File: src/rtl/spi_rom_streamer.sv
// spi_rom_streamer: issues a serial-ROM READ (opcode + 24-bit address, MSB
// first) and streams byte_count bytes back through a valid/ready port.
// SPI mode 0, one bit period = two clk cycles (A: sclk low, B: sclk high);
// MISO is sampled on the clk edge that ends phase B.
//
// Ports:
//   clk, reset             sole clock, synchronous active-high reset
//   start                  request pulse, honoured only in IDLE
//   start_addr, byte_count captured with an accepted start
//   busy                   transaction in flight (cycle after start .. IDLE)
//   data_out, data_valid   received byte, held until data_ready handshake
//   data_ready             consumer accept
//   done                   one-cycle pulse when the final byte is consumed
//   spi_cs                 active-high chip select
//   spi_sclk, spi_mosi     SPI clock / command-address out
//   spi_miso               SPI data in
module spi_rom_streamer #(
  parameter logic [7:0] READ_CMD = 8'h03,
  parameter int         LEN_W    = 16
) (
  input  logic             clk,
  input  logic             reset,
  input  logic             start,
  input  logic [23:0]      start_addr,
  input  logic [LEN_W-1:0] byte_count,
  output logic             busy,
  output logic [7:0]       data_out,
  output logic             data_valid,
  input  logic             data_ready,
  output logic             done,
  output logic             spi_cs,
  output logic             spi_sclk,
  output logic             spi_mosi,
  input  logic             spi_miso
);

  typedef enum logic [2:0] {IDLE, CMD, ADDR, DATA, FINISH} state_t;

  state_t           state;
  logic             phase_b;    // 0: phase A (sclk low), 1: phase B (sclk high)
  logic [30:0]      tx_sr;      // header bits still to go out after spi_mosi
  logic [4:0]       bit_cnt;    // header bit index
  logic [7:0]       rx_sr;      // incoming bits; holds a whole byte while parked
  logic [2:0]       rx_cnt;     // bits of current byte already sampled
  logic [LEN_W-1:0] remaining;  // bytes still to be shifted in
  logic             stall;      // complete byte parked in rx_sr, sclk frozen
  logic             pending;    // final byte parked in rx_sr while in FINISH

  logic       handshake;
  logic       can_load;
  logic [7:0] rx_byte;

  assign handshake = data_valid && data_ready;
  // The output register is free if empty or being emptied on this edge.
  assign can_load  = !data_valid || data_ready;
  assign rx_byte   = {rx_sr[6:0], spi_miso};

  always_ff @(posedge clk) begin
    if (reset) begin
      state      <= IDLE;
      phase_b    <= 1'b0;
      tx_sr      <= '0;
      bit_cnt    <= '0;
      rx_sr      <= '0;
      rx_cnt     <= '0;
      remaining  <= '0;
      stall      <= 1'b0;
      pending    <= 1'b0;
      busy       <= 1'b0;
      data_out   <= 8'h00;
      data_valid <= 1'b0;
      done       <= 1'b0;
      spi_cs     <= 1'b0;
      spi_sclk   <= 1'b0;
      spi_mosi   <= 1'b0;
    end else begin
      done <= 1'b0;
      // Consumed byte drops valid unless a later assignment reloads it.
      if (handshake) data_valid <= 1'b0;

      case (state)
        IDLE: begin
          // A start coinciding with the done pulse is dropped, which also
          // keeps chip select low for at least two cycles between frames.
          if (start && !done) begin
            if (byte_count == '0) begin
              done <= 1'b1;
            end else begin
              state     <= CMD;
              busy      <= 1'b1;
              spi_cs    <= 1'b1;
              spi_mosi  <= READ_CMD[7];
              tx_sr     <= {READ_CMD[6:0], start_addr};
              bit_cnt   <= '0;
              phase_b   <= 1'b0;
              rx_cnt    <= '0;
              remaining <= byte_count;
              stall     <= 1'b0;
              pending   <= 1'b0;
            end
          end
        end

        CMD, ADDR: begin
          if (!phase_b) begin
            spi_sclk <= 1'b1;
            phase_b  <= 1'b1;
          end else begin
            spi_sclk <= 1'b0;
            phase_b  <= 1'b0;
            bit_cnt  <= bit_cnt + 5'd1;
            spi_mosi <= tx_sr[30];
            tx_sr    <= {tx_sr[29:0], 1'b0};
            if (bit_cnt == 5'd7) state <= ADDR;
            if (bit_cnt == 5'd31) begin
              state    <= DATA;
              spi_mosi <= 1'b0;
            end
          end
        end

        DATA: begin
          if (stall) begin
            // sclk stays low; the next bit period starts after the release.
            if (handshake) begin
              data_out   <= rx_sr;
              data_valid <= 1'b1;
              stall      <= 1'b0;
            end
          end else if (!phase_b) begin
            spi_sclk <= 1'b1;
            phase_b  <= 1'b1;
          end else begin
            spi_sclk <= 1'b0;
            phase_b  <= 1'b0;
            rx_cnt   <= rx_cnt + 3'd1;
            rx_sr    <= rx_byte;
            if (rx_cnt == 3'd7) begin
              remaining <= remaining - LEN_W'(1);
              if (can_load) begin
                data_out   <= rx_byte;
                data_valid <= 1'b1;
              end
              if (remaining == LEN_W'(1)) begin
                state   <= FINISH;
                spi_cs  <= 1'b0;
                pending <= !can_load;
              end else begin
                stall <= !can_load;
              end
            end
          end
        end

        FINISH: begin
          if (handshake) begin
            if (pending) begin
              data_out   <= rx_sr;
              data_valid <= 1'b1;
              pending    <= 1'b0;
            end else begin
              done  <= 1'b1;
              busy  <= 1'b0;
              state <= IDLE;
            end
          end
        end

        default: state <= IDLE;
      endcase
    end
  end

endmodule

File: config.mk
export PLATFORM = sky130hd
export DESIGN_NAME = spi_rom_streamer
export DESIGN_NICKNAME = d
export VERILOG_FILES = /design/src/rtl/spi_rom_streamer.sv
export SDC_FILE = /design/constraint.sdc
export NUM_CORES = 1
export LEC_CHECK = 0
export ABC_CLOCK_PERIOD_IN_PS = 2900
export CAP_MARGIN = 20
export CORE_MARGIN = 2
export CORE_UTILIZATION = 57
export CTS_BUF_LIST = sky130_fd_sc_hd__clkbuf_4
export CTS_CLUSTER_DIAMETER = 60
export DETAILED_ROUTE_END_ITERATION = 6
export GPL_TIMING_DRIVEN = 1
export PLACE_DENSITY = 0.81
export SLEW_MARGIN = 20
export SYNTH_ARGS = -nofsm -noshare
export SYNTH_HDL_FRONTEND = slang
export SYNTH_SLANG_ARGS = --single-unit
File: constraint.sdc
create_clock -name clk -period 2.9 [get_ports clk]
set_clock_uncertainty 0.05 [all_clocks]
set_input_delay 0.58 -clock clk [delete_from_list [all_inputs] [get_ports clk]]
set_output_delay 0.58 -clock clk [all_outputs]
set_load 0.005 [all_outputs]
# ---- Word level (Yosys, flattened, before mapping)
# Index checks and enable logic that the tools add are counted.
dict set report word_totals {
  register_bits 83
  inputBits 45
  word_cells 155
}
dict set report classes {
  n_addsub 3
  eq_ne 23
  n_mux 84
  n_bitwise 1
  n_reduce_logical 28
}
# operator n
set op_table {}
lappend op_table {{$mux 31} 3}
lappend op_table {{$mux 16} 5}
lappend op_table {{$pmux 31 s2} 1}
lappend op_table {{$mux 8} 7}
lappend op_table {{$mux 3} 15}
lappend op_table {{$mux 1} 36}
lappend op_table {{$pmux 16 s2} 1}
lappend op_table {{$ne 2x2->1 const B} 10}
lappend op_table {{$eq 16x1->1 const B} 1}
lappend op_table {{$logic_not 16->1} 1}
lappend op_table {{$pmux 8 s2} 1}
lappend op_table {{$sub 16x1->16 const B} 1}
lappend op_table {{$mux 5} 3}
lappend op_table {{$ne 3x3->1 const B} 5}
lappend op_table {{$pmux 1 s2} 7}
lappend op_table {{$reduce_and 7->1} 2}
lappend op_table {{$pmux 3 s4} 1}
lappend op_table {{$pmux 5 s2} 1}
lappend op_table {{$reduce_and 10->1} 1}
lappend op_table {{$reduce_and 5->1} 2}
lappend op_table {{$reduce_bool 2->1} 5}
lappend op_table {{$reduce_and 4->1} 2}
lappend op_table {{$reduce_and 8->1} 1}
lappend op_table {{$eq 3x2->1 const B} 2}
lappend op_table {{other kinds (18)} 25}

# ---- Longest topological paths before layout
# Gate-level depths: netlist of the first run.
dict set report logic_depth {
  depth_word 8
  depth_mapped 8
  ltp_nobuf 7
}

# ---- Least setup slack after synthesis of the first run
# No wires, ideal clock.
dict set report synth_timing {
  kind {in2reg}
  start {in byte_count[3]}
  end {reg remaining[11]}
  arrival_ns 2.006
  setup_slack_ns 0.773
  cell_stages 6
  n_path_buf 1
  cell_sequence {nor4_1 -> nand4_1 -> o221ai_2 -> clkbuf_1 -> o21ai_0 -> a21oi_1}
}
dict set report synth_between {
  elab_chain_len 3
}
# element line_no
set synth_lines {}
lappend synth_lines {{start, declared} 25} ;# input logic [LEN_W-1:0] byte_count,
lappend synth_lines {{$logic_not 16->1} 86} ;# if (byte_count == '0) begin
lappend synth_lines {{$ne 2x2->1 (no source line)} -}
lappend synth_lines {{$reduce_and 6->1 (no source line)} -}
lappend synth_lines {{end signal, assigned} 97} ;# remaining <= byte_count;
lappend synth_lines {{end signal, assigned} 139} ;# remaining <= remaining - LEN_W'(1);
lappend synth_lines {{end, declared} 45} ;# logic [LEN_W-1:0] remaining;
# Every way passes these cells.
# A chain may end at the register's enable or synchronous reset.

# ---- Final worst setup path of the first run
dict set report layout_timing {
  start {reg state[1]}
  end {reg data_out[6]}
}
dict set report layout_between {
  elab_chain_len 3
}
# element line_no
set layout_lines {}
lappend layout_lines {{start, declared} 39} ;# state_t state;
lappend layout_lines {{start signal, assigned} 60} ;# state <= IDLE;
lappend layout_lines {{start signal, assigned} 89} ;# state <= CMD;
lappend layout_lines {{start signal, assigned} 114} ;# if (bit_cnt == 5'd7) state <= ADDR;
lappend layout_lines {{$eq 3x2->1 or $eq 3x3->1 (tied branches)} 81} ;# case (state)
lappend layout_lines {{$ne 3x3->1 (no source line) (tied with other cells)} -}
lappend layout_lines {{$reduce_and 7->1 (no source line)} -}
lappend layout_lines {{end signal, assigned} 126} ;# data_out <= rx_sr;
lappend layout_lines {{end signal, assigned} 141} ;# data_out <= rx_byte;
lappend layout_lines {{end signal, assigned} 158} ;# data_out <= rx_sr;
lappend layout_lines {{end, declared} 27} ;# output logic [7:0] data_out,
# Parallel ways exist; a longest one is shown, timed or not.

==> run metrics, run 1 <==
Bufs on Longest Clock Path=2; required time worst endpoint=roughly 3.2 ns; maximum single-stage delay on the critical path=about 0.66 ns; die height=about 90 um; number of H-tree levels=3; PD cells=between 800 and 900 mW/mm2; CTS tree=built; Top Family by Delay on Critical Path=compound AO/OA/AOI/OAI gates; Overall Global Routing Usage=around a quarter; number of hold buffers added after cts=0; gp weighted congestion=between 0.8 and 0.9; status=complete, no violations; Worst EP arrival=around 2.7 ns; final wirelength=~9500 um; RSZ-0062 raised after global routing=no; Total Power=0.004205 W; Die Area=between 0.007 and 0.008 mm2; Setup crit end=data_out[6]; EDFF count, synth=0; Worst-Skew Late Latency=0.42 ns; critical path depth=6; Synth top area share=about two fifths; Sw Ratio=41.18%; RR Startpoint=state[1]; Root Driver=clkbuf_4; Seq pwr share=38.7%; final hold violation count=0; initial antenna violation count=0; reg-to-reg endpoint=data_out[6]; Synth-to-Final Area Change=18.64%; I/O pin count=between 50 and 60; CTS Buf Count=9; Setup-failing EPs final=0; Worst Setup End Kind=register; worst hold-check path type=register to register; count of input and output buffers=58; worst reg-to-reg path cell count=6; Worst-Margin Slew=between 0.9 and 1 ns; First DRT Iteration DRCs=between 200 and 300; critical path class=register to register; critical path's slowest cell=dfxtp_1; number of global-route vias before repair=around 3400; Critical Path Start=state[1]; crit-path cells=nand3b_1, a2111oi_0, a2bb2oi_2, buf_4, nor2_1, a211oi_1; synth top area cells=dfxtp_1, mux2i_1, a211oi_1; NumNets Final=590; Primary FF master, synth=dfxtp_1; clk sink count=between 80 and 90; Switch Pwr=between 0.0015 and 0.002 W; syn nets=between 500 and 600; largest net degree at the start of global routing=71; post-DP HPWL=between 6000 and 7000 um; core area=approximately 0.0071 mm2; cell area after synthesis=0.004148 mm2; final antenna-violating net count=0; total number of vias=around 3800; synth warn=0; flops & latches, synth=83; CP startpoint kind=register; relative slew slack=35.14%; Buffers & Inverters on Critical Path=1; share of post-route cells with drive strength above 1=8.103%; site row count=31; final worst-path cycle share=84.05%; Die X=between 80 and 90 um; first-pass GRT wire length=~15000 um; detailed-route DRC error count=0; fin util=just under 70%; R2R Setup Slk=approximately 0.46 ns; Async SR Flop Fraction=0%; remaining global-route overflow=0; Leakage=1.781 nW; Peak VDD IR=about 440 uV; drt pass-1 iters=5; Comb pwr share=47.7%; drt wl/cell=between 10 and 15 um; MaxCap Viol Count=0; Final Max Slew Viols=0; Critical Path Fanout Max=16; Setup TNS=0 ns; PostCTS Resize Cnt=0; post-synthesis sequential area ratio=40.06%; CTS clk-pin slew, worst paths=~0.12 ns; power share of the clock group=a little over an eighth; ant diodes=0; Initial Util=between 50% and 60%; drt via density=slightly below 6; Setup Buffers After CTS=0; fin crit period=around 2.4 ns; internal power=between 0.002 and 0.0025 W; distinct cell type count after synthesis=66; top cell type by total area after synthesis=dfxtp_1; Fmax=just over 0.4 GHz; syn_area_per_cell=8.379 um2; Synth Instances=about 500
==> through the flow <==
| stage | worst slack [ns] | std cells | instance area [um2] | hold WS (ns) |
|---|---|---|---|---|
| 2_1_floorplan | 0.7730 | 495 | 4148 | 0.3821 |
| 3_3_place_gp | 0.1454 | 627 | 4815 | 0.3865 |
| 3_5_place_dp | 0.07751 | 627 | 4815 | 0.3962 |
| 4_1_cts | 0.4594 | 642 | 4921 | 0.4138 |
| 5_1_grt | 0.2983 | 642 | 4921 | 0.4331 |
| 6_report | 0.4625 | 642 | 4921 | 0.4108 |
==> how the worst min path moves through the flow <==
| stage | to | cells past startpoint | startpoint |
|---|---|---|---|
| 6_report | spi_mosi | 2 | spi_mosi |
| 5_1_grt | tx_sr[28] | 2 | tx_sr[27] |
| 2_1_floorplan | tx_sr[27] | 2 | tx_sr[26] |
| 3_3_place_gp | tx_sr[28] | 2 | tx_sr[27] |
| 3_5_place_dp | tx_sr[29] | 2 | tx_sr[28] |
| 4_1_cts | tx_sr[29] | 2 | tx_sr[28] |
==> cell type report <==
| cell class | instances | area, um2 |
|---|---|---|
| multi-input cells | 366 | 2305 |
| clock buffers | 12 | 90.09 |
| repair buffers | 70 | 690.7 |
| clock inverters | 3 | 16.27 |
| well taps | 99 | 123.9 |
| inverters | 9 | 33.78 |
| flip-flops and latches | 83 | 1662 |
| fillers | 610 | 2216 |
==> flip-flops by register name (all words and copies together), names as in the netlist, 3 cells and up <==
name	count
tx_sr	31
remaining	16
data_out	8
rx_sr	8
bit_cnt	5
rx_cnt	3
state	3
==> routing by layer <==
metal	GRT usage [%]	wire length, um
met3	3.878	521
met2	38.86	4465
met5	0	0
met1	32.72	4341
met4	10.72	182
==> tightest hold or removal path: cells and delay by family, from the launching register on <==
kind / cells / cell delay (ns)
flops: 1 / 0.33
compound gates: 1 / 0.05
simple gates: 1 / 0.05
==> cells in the final DEF, fill, tap and decap left out, drive strengths merged, types with 12 or more instances in the layout <==
| cell | instances |
|---|---|
| a211oi | 34 |
| a21oi | 49 |
| buf | 13 |
| clkbuf | 12 |
| clkdlybuf4s50 | 57 |
| dfxtp | 83 |
| mux2i | 32 |
| nand2 | 51 |
| nor2 | 65 |
| o21ai | 16 |
==> power by group through the flow <==
stage / clock network [W] / logic (W) / registers, W
CTS: 0.000585 / 0.00199 / 0.00162
floorplan: 0 / 0.00154 / 0.00156
finish: 0.000571 / 0.00200 / 0.00163
global placement: 0 / 0.00192 / 0.00164
detailed placement: 0 / 0.00198 / 0.00165
global route: 0.000629 / 0.00220 / 0.00167
==> Yosys cell counts, types with 3 or more instances <==
| master | instances |
|---|---|
| nand3_1 | 10 |
| a211oi_1 | 32 |
| or3_1 | 7 |
| clkbuf_1 | 21 |
| ha_1 | 6 |
| and3_1 | 3 |
| nand2_1 | 51 |
| nand4b_1 | 3 |
| nor3_1 | 10 |
| a32oi_1 | 3 |
| o211ai_1 | 3 |
| o31ai_1 | 4 |
| nor4_1 | 6 |
| nand4_1 | 3 |
| a21o_1 | 5 |
| or2_2 | 4 |
| inv_1 | 9 |
| mux2i_1 | 32 |
| a22o_1 | 3 |
| nor2_1 | 64 |
| or4_1 | 3 |
| dfxtp_1 | 83 |
| buf_2 | 13 |
| o21ai_0 | 15 |
| a21oi_1 | 47 |
==> kinds of logic after synthesis <==
| group | share of synthesized area (%) |
|---|---|
| and+or+nand+nor | 20.63 |
| AOI/OAI and AO/OA | 24.28 |
| muxes | 7.723 |
| xor gates and xnor gates | 0.8448 |
| buffers and inverters | 4.646 |
| DFF | 40.06 |
| adders and majority gates | 1.810 |
Note: power is estimated with default switching activity, not from simulation.
==> inputs of run 2 (changes only) <==
--- a/config.mk
+++ b/config.mk
@@ -5,15 +5,15 @@
 export SDC_FILE = /design/constraint.sdc
 export NUM_CORES = 1
 export LEC_CHECK = 0
-export ABC_CLOCK_PERIOD_IN_PS = 2900
+export ABC_CLOCK_PERIOD_IN_PS = 2000
 export CAP_MARGIN = 20
 export CORE_MARGIN = 2
-export CORE_UTILIZATION = 57
+export CORE_UTILIZATION = 51
 export CTS_BUF_LIST = sky130_fd_sc_hd__clkbuf_4
 export CTS_CLUSTER_DIAMETER = 60
 export DETAILED_ROUTE_END_ITERATION = 6
 export GPL_TIMING_DRIVEN = 1
-export PLACE_DENSITY = 0.81
+export PLACE_DENSITY = 0.76
 export SLEW_MARGIN = 20
 export SYNTH_ARGS = -nofsm -noshare
 export SYNTH_HDL_FRONTEND = slang
==> constraint.sdc (replaced) <==
create_clock -name clk -period 2 [get_ports clk]
set_clock_uncertainty 0.05 [all_clocks]
set_input_delay 0.4 -clock clk [delete_from_list [all_inputs] [get_ports clk]]
set_output_delay 0.4 -clock clk [all_outputs]
set_load 0.005 [all_outputs]
==> run 2 against run 1 <==
Compared with the run above:
- the run now ends with negative setup slack left
- sequential power increased by 42%
- combinational power rose by 130%
- maximum frequency up 16%
- clock-buffer cell count fell by 3
- global-route usage rose by 2.7 points
- worst setup slack got worse by 0.56 ns
- total power increased by 89%
- sequential cell count did not move
- die area grew 11%
- clock power increased by 93%
- final cell count up 13%
- via count rose by 13%
- critical path type unchanged
==> run metrics, run 2 (synthesis gave the netlist of run 1 again) <==
final worst-path cycle share=104.6% (+21 points); clk sink count=83 (unchanged); Buffers & Inverters on Critical Path=1 (unchanged); critical path class=register to register; Final Max Slew Viols=0 (unchanged); status=finished, violations left; Overall Global Routing Usage=27.09% (+2.7 points); crit-path cells=inv_2, ha_4, or4b_4, nor4_4, a21oi_4, or2_4, o41ai_2; initial antenna violation count=0 (unchanged); Die Area=0.008870 mm2 (+11%); Setup crit end=state[1]; drt wl/cell=16.68 um (+13%); Total Power=0.007942 W (+89%); First DRT Iteration DRCs=262 (+1.9%); Critical Path Fanout Max=7 (-9); drt pass-1 iters=5 (unchanged); Bufs on Longest Clock Path=2 (unchanged); post-route setup slack=-0.09297 ns (-0.5554 ns); detailed-route DRC error count=0 (unchanged); relative slew slack=60.05% (+25 points); max reg flops=31 (unchanged); Setup-failing EPs final=20 (+20); Biggest register=tx_sr; WHS=0.4176 ns (+0.006815 ns); remaining global-route overflow=0 (unchanged); ant diodes=0 (unchanged); Top Family by Delay on Critical Path=simple AND/OR/NAND/NOR gates; maximum single-stage delay on the critical path=0.48 ns (-0.18 ns); CP startpoint kind=register; Initial Util=53.13% (-5.0 points); RSZ-0062 raised after global routing=yes; NumNets Final=667 (+13%); largest registers=tx_sr: 31 flops, remaining: 16 flops; count of input and output buffers=58 (unchanged); number of global-route vias before repair=4160 (+22%); Worst Hold Launch=rx_sr[7]; site row count=32 (+3.2%); gp weighted congestion=0.9032 (+1.9%); share of post-route cells with drive strength above 1=28.50% (+20 points); I/O pin count=59 (unchanged); commonest non-fill, non-tap cell in the layout=dfxtp_1; Leakage=2.348 nW (+32%); MaxCap Viol Count=0 (unchanged); Peak VDD IR=663.3 uV (+51%); PD cells=1321 mW/mm2 (+55%); CTS tree=built; largest net degree at the start of global routing=43 (-39%); total number of vias=4254 (+13%); worst reg-to-reg path cell count=7 (+1); critical path's slowest cell=or4b_4; post-DP HPWL=7389 um (+13%); failing checks=negative setup slack; number of H-tree levels=3 (unchanged); Worst-Margin Slew=0.5992 ns (-0.3737 ns); Synth-to-Final Area Change=45.01%; worst hold-check path type=register to register; Critical Path Start=remaining[1]; final hold violation count=0 (unchanged); Die X=94.18 um (+5.5%); first-pass GRT wire length=19260 um (+25%); R2R Setup Slk=-0.09 ns (-0.56 ns); final antenna-violating net count=0 (unchanged); core area=0.007807 mm2 (+9.4%); number of hold buffers added after cts=0 (unchanged); most frequent cells in the layout=dfxtp_1, buf_4, nor2_1, clkdlybuf4s50_1, nand2_1; Fmax=0.4778 GHz (+16%); Fill cells=531 (-13%); Worst-Skew Late Latency=0.42 ns (about the same); reg-to-reg endpoint=state[1]; fin crit period=2.093 ns (-0.3446 ns); Worst Setup End Kind=register; CTS clk-pin slew, worst paths=0.13 ns (about the same); Worst EP arrival=2.37 ns (-0.34 ns); Root Driver=clkbuf_4; die height=94.18 um (+5.5%); drt via density=5.884 (+0.36%); final wirelength=12060 um (+27%); RR Startpoint=remaining[1]; CTS Buf Count=9 (unchanged); required time worst endpoint=2.28 ns (-0.90 ns); critical path depth=7 (+1)
-- run 2: report_power, final --
group / internal (W) / switching, W / total, W / leakage, nW
Sequential: 0.00204 / 0.000280 / 0.00232 / 0.682
Combinational: 0.00226 / 0.00226 / 0.00452 / 1.58
Clock: 0.000504 / 0.000600 / 0.00110 / 0.0837
-- run 2: how the worst min path moves through the flow --
stage | end | slack [ns] | cells past startpoint
after floorplan | tx_sr[27] | 0.38 | 2
after global placement | tx_sr[28] | 0.39 | 2
after detailed placement | tx_sr[26] | 0.40 | 2
after CTS | spi_cs | 0.39 | 3
after global routing | spi_cs | 0.42 | 3
final | rx_sr[7] | 0.42 | 2
-- run 2: worst reg2reg max path, stage by stage, from the launching register on --
cell and delay [ns]:
dfxtp_2 0.35, inv_2 0.07, ha_4 0.12, or4b_4 0.48
nor4_4 0.33, a21oi_4 0.16, or2_4 0.27, o41ai_2 0.19
-- run 2: layer usage --
metal	up-vias	GRT usage [%]	share of wire, %	routed length, um
met2	124	44.76	49	5897
li1	2061	-	-	-
met1	2048	35.30	45	5394
met4	0	10.14	1.6	192
met5	-	0	0	0
met3	21	4.735	4.8	575
-- run 2: metrics by stage --
| step | utilization [%] | instance area (um2) | instances | setup TNS, ns | setup WS (ns) |
|---|---|---|---|---|---|
| 2_1_floorplan | - | 4158 | 495 | 0 | 0.002126 |
| 3_3_place_gp | 67.69 | 5285 | 690 | -21.86 | -0.4163 |
| 3_5_place_dp | 67.69 | 5285 | 690 | -26.60 | -0.4837 |
| 4_1_cts | 73.30 | 5723 | 715 | -0.6464 | -0.1033 |
| 5_1_grt | 77.04 | 6015 | 723 | -3.985 | -0.1637 |
| 6_report | 77.04 | 6015 | 723 | -0.7544 | -0.09297 |
-- run 2: area by class of cell --
cell class	instances	area (um2)	area share, %
multi-input combinational	366	2603	43.27
sequential	83	1669	27.75
timing repair buffer	147	1424	23.67
tap	102	127.6	2.122
clock inverter	7	90.09	1.498
clock buffer	9	67.56	1.123
inverter	9	33.78	0.5617
-- run 2: timing repair --
| action | in CTS | in global routing |
|---|---|---|
| endpoints found under the setup margin | 37 | 71 |
| gates cloned | 3 | 2 |
| gates resized for setup | 38 | 55 |
| pin swaps | 12 | 13 |
| setup buffers | 6 | 6 |
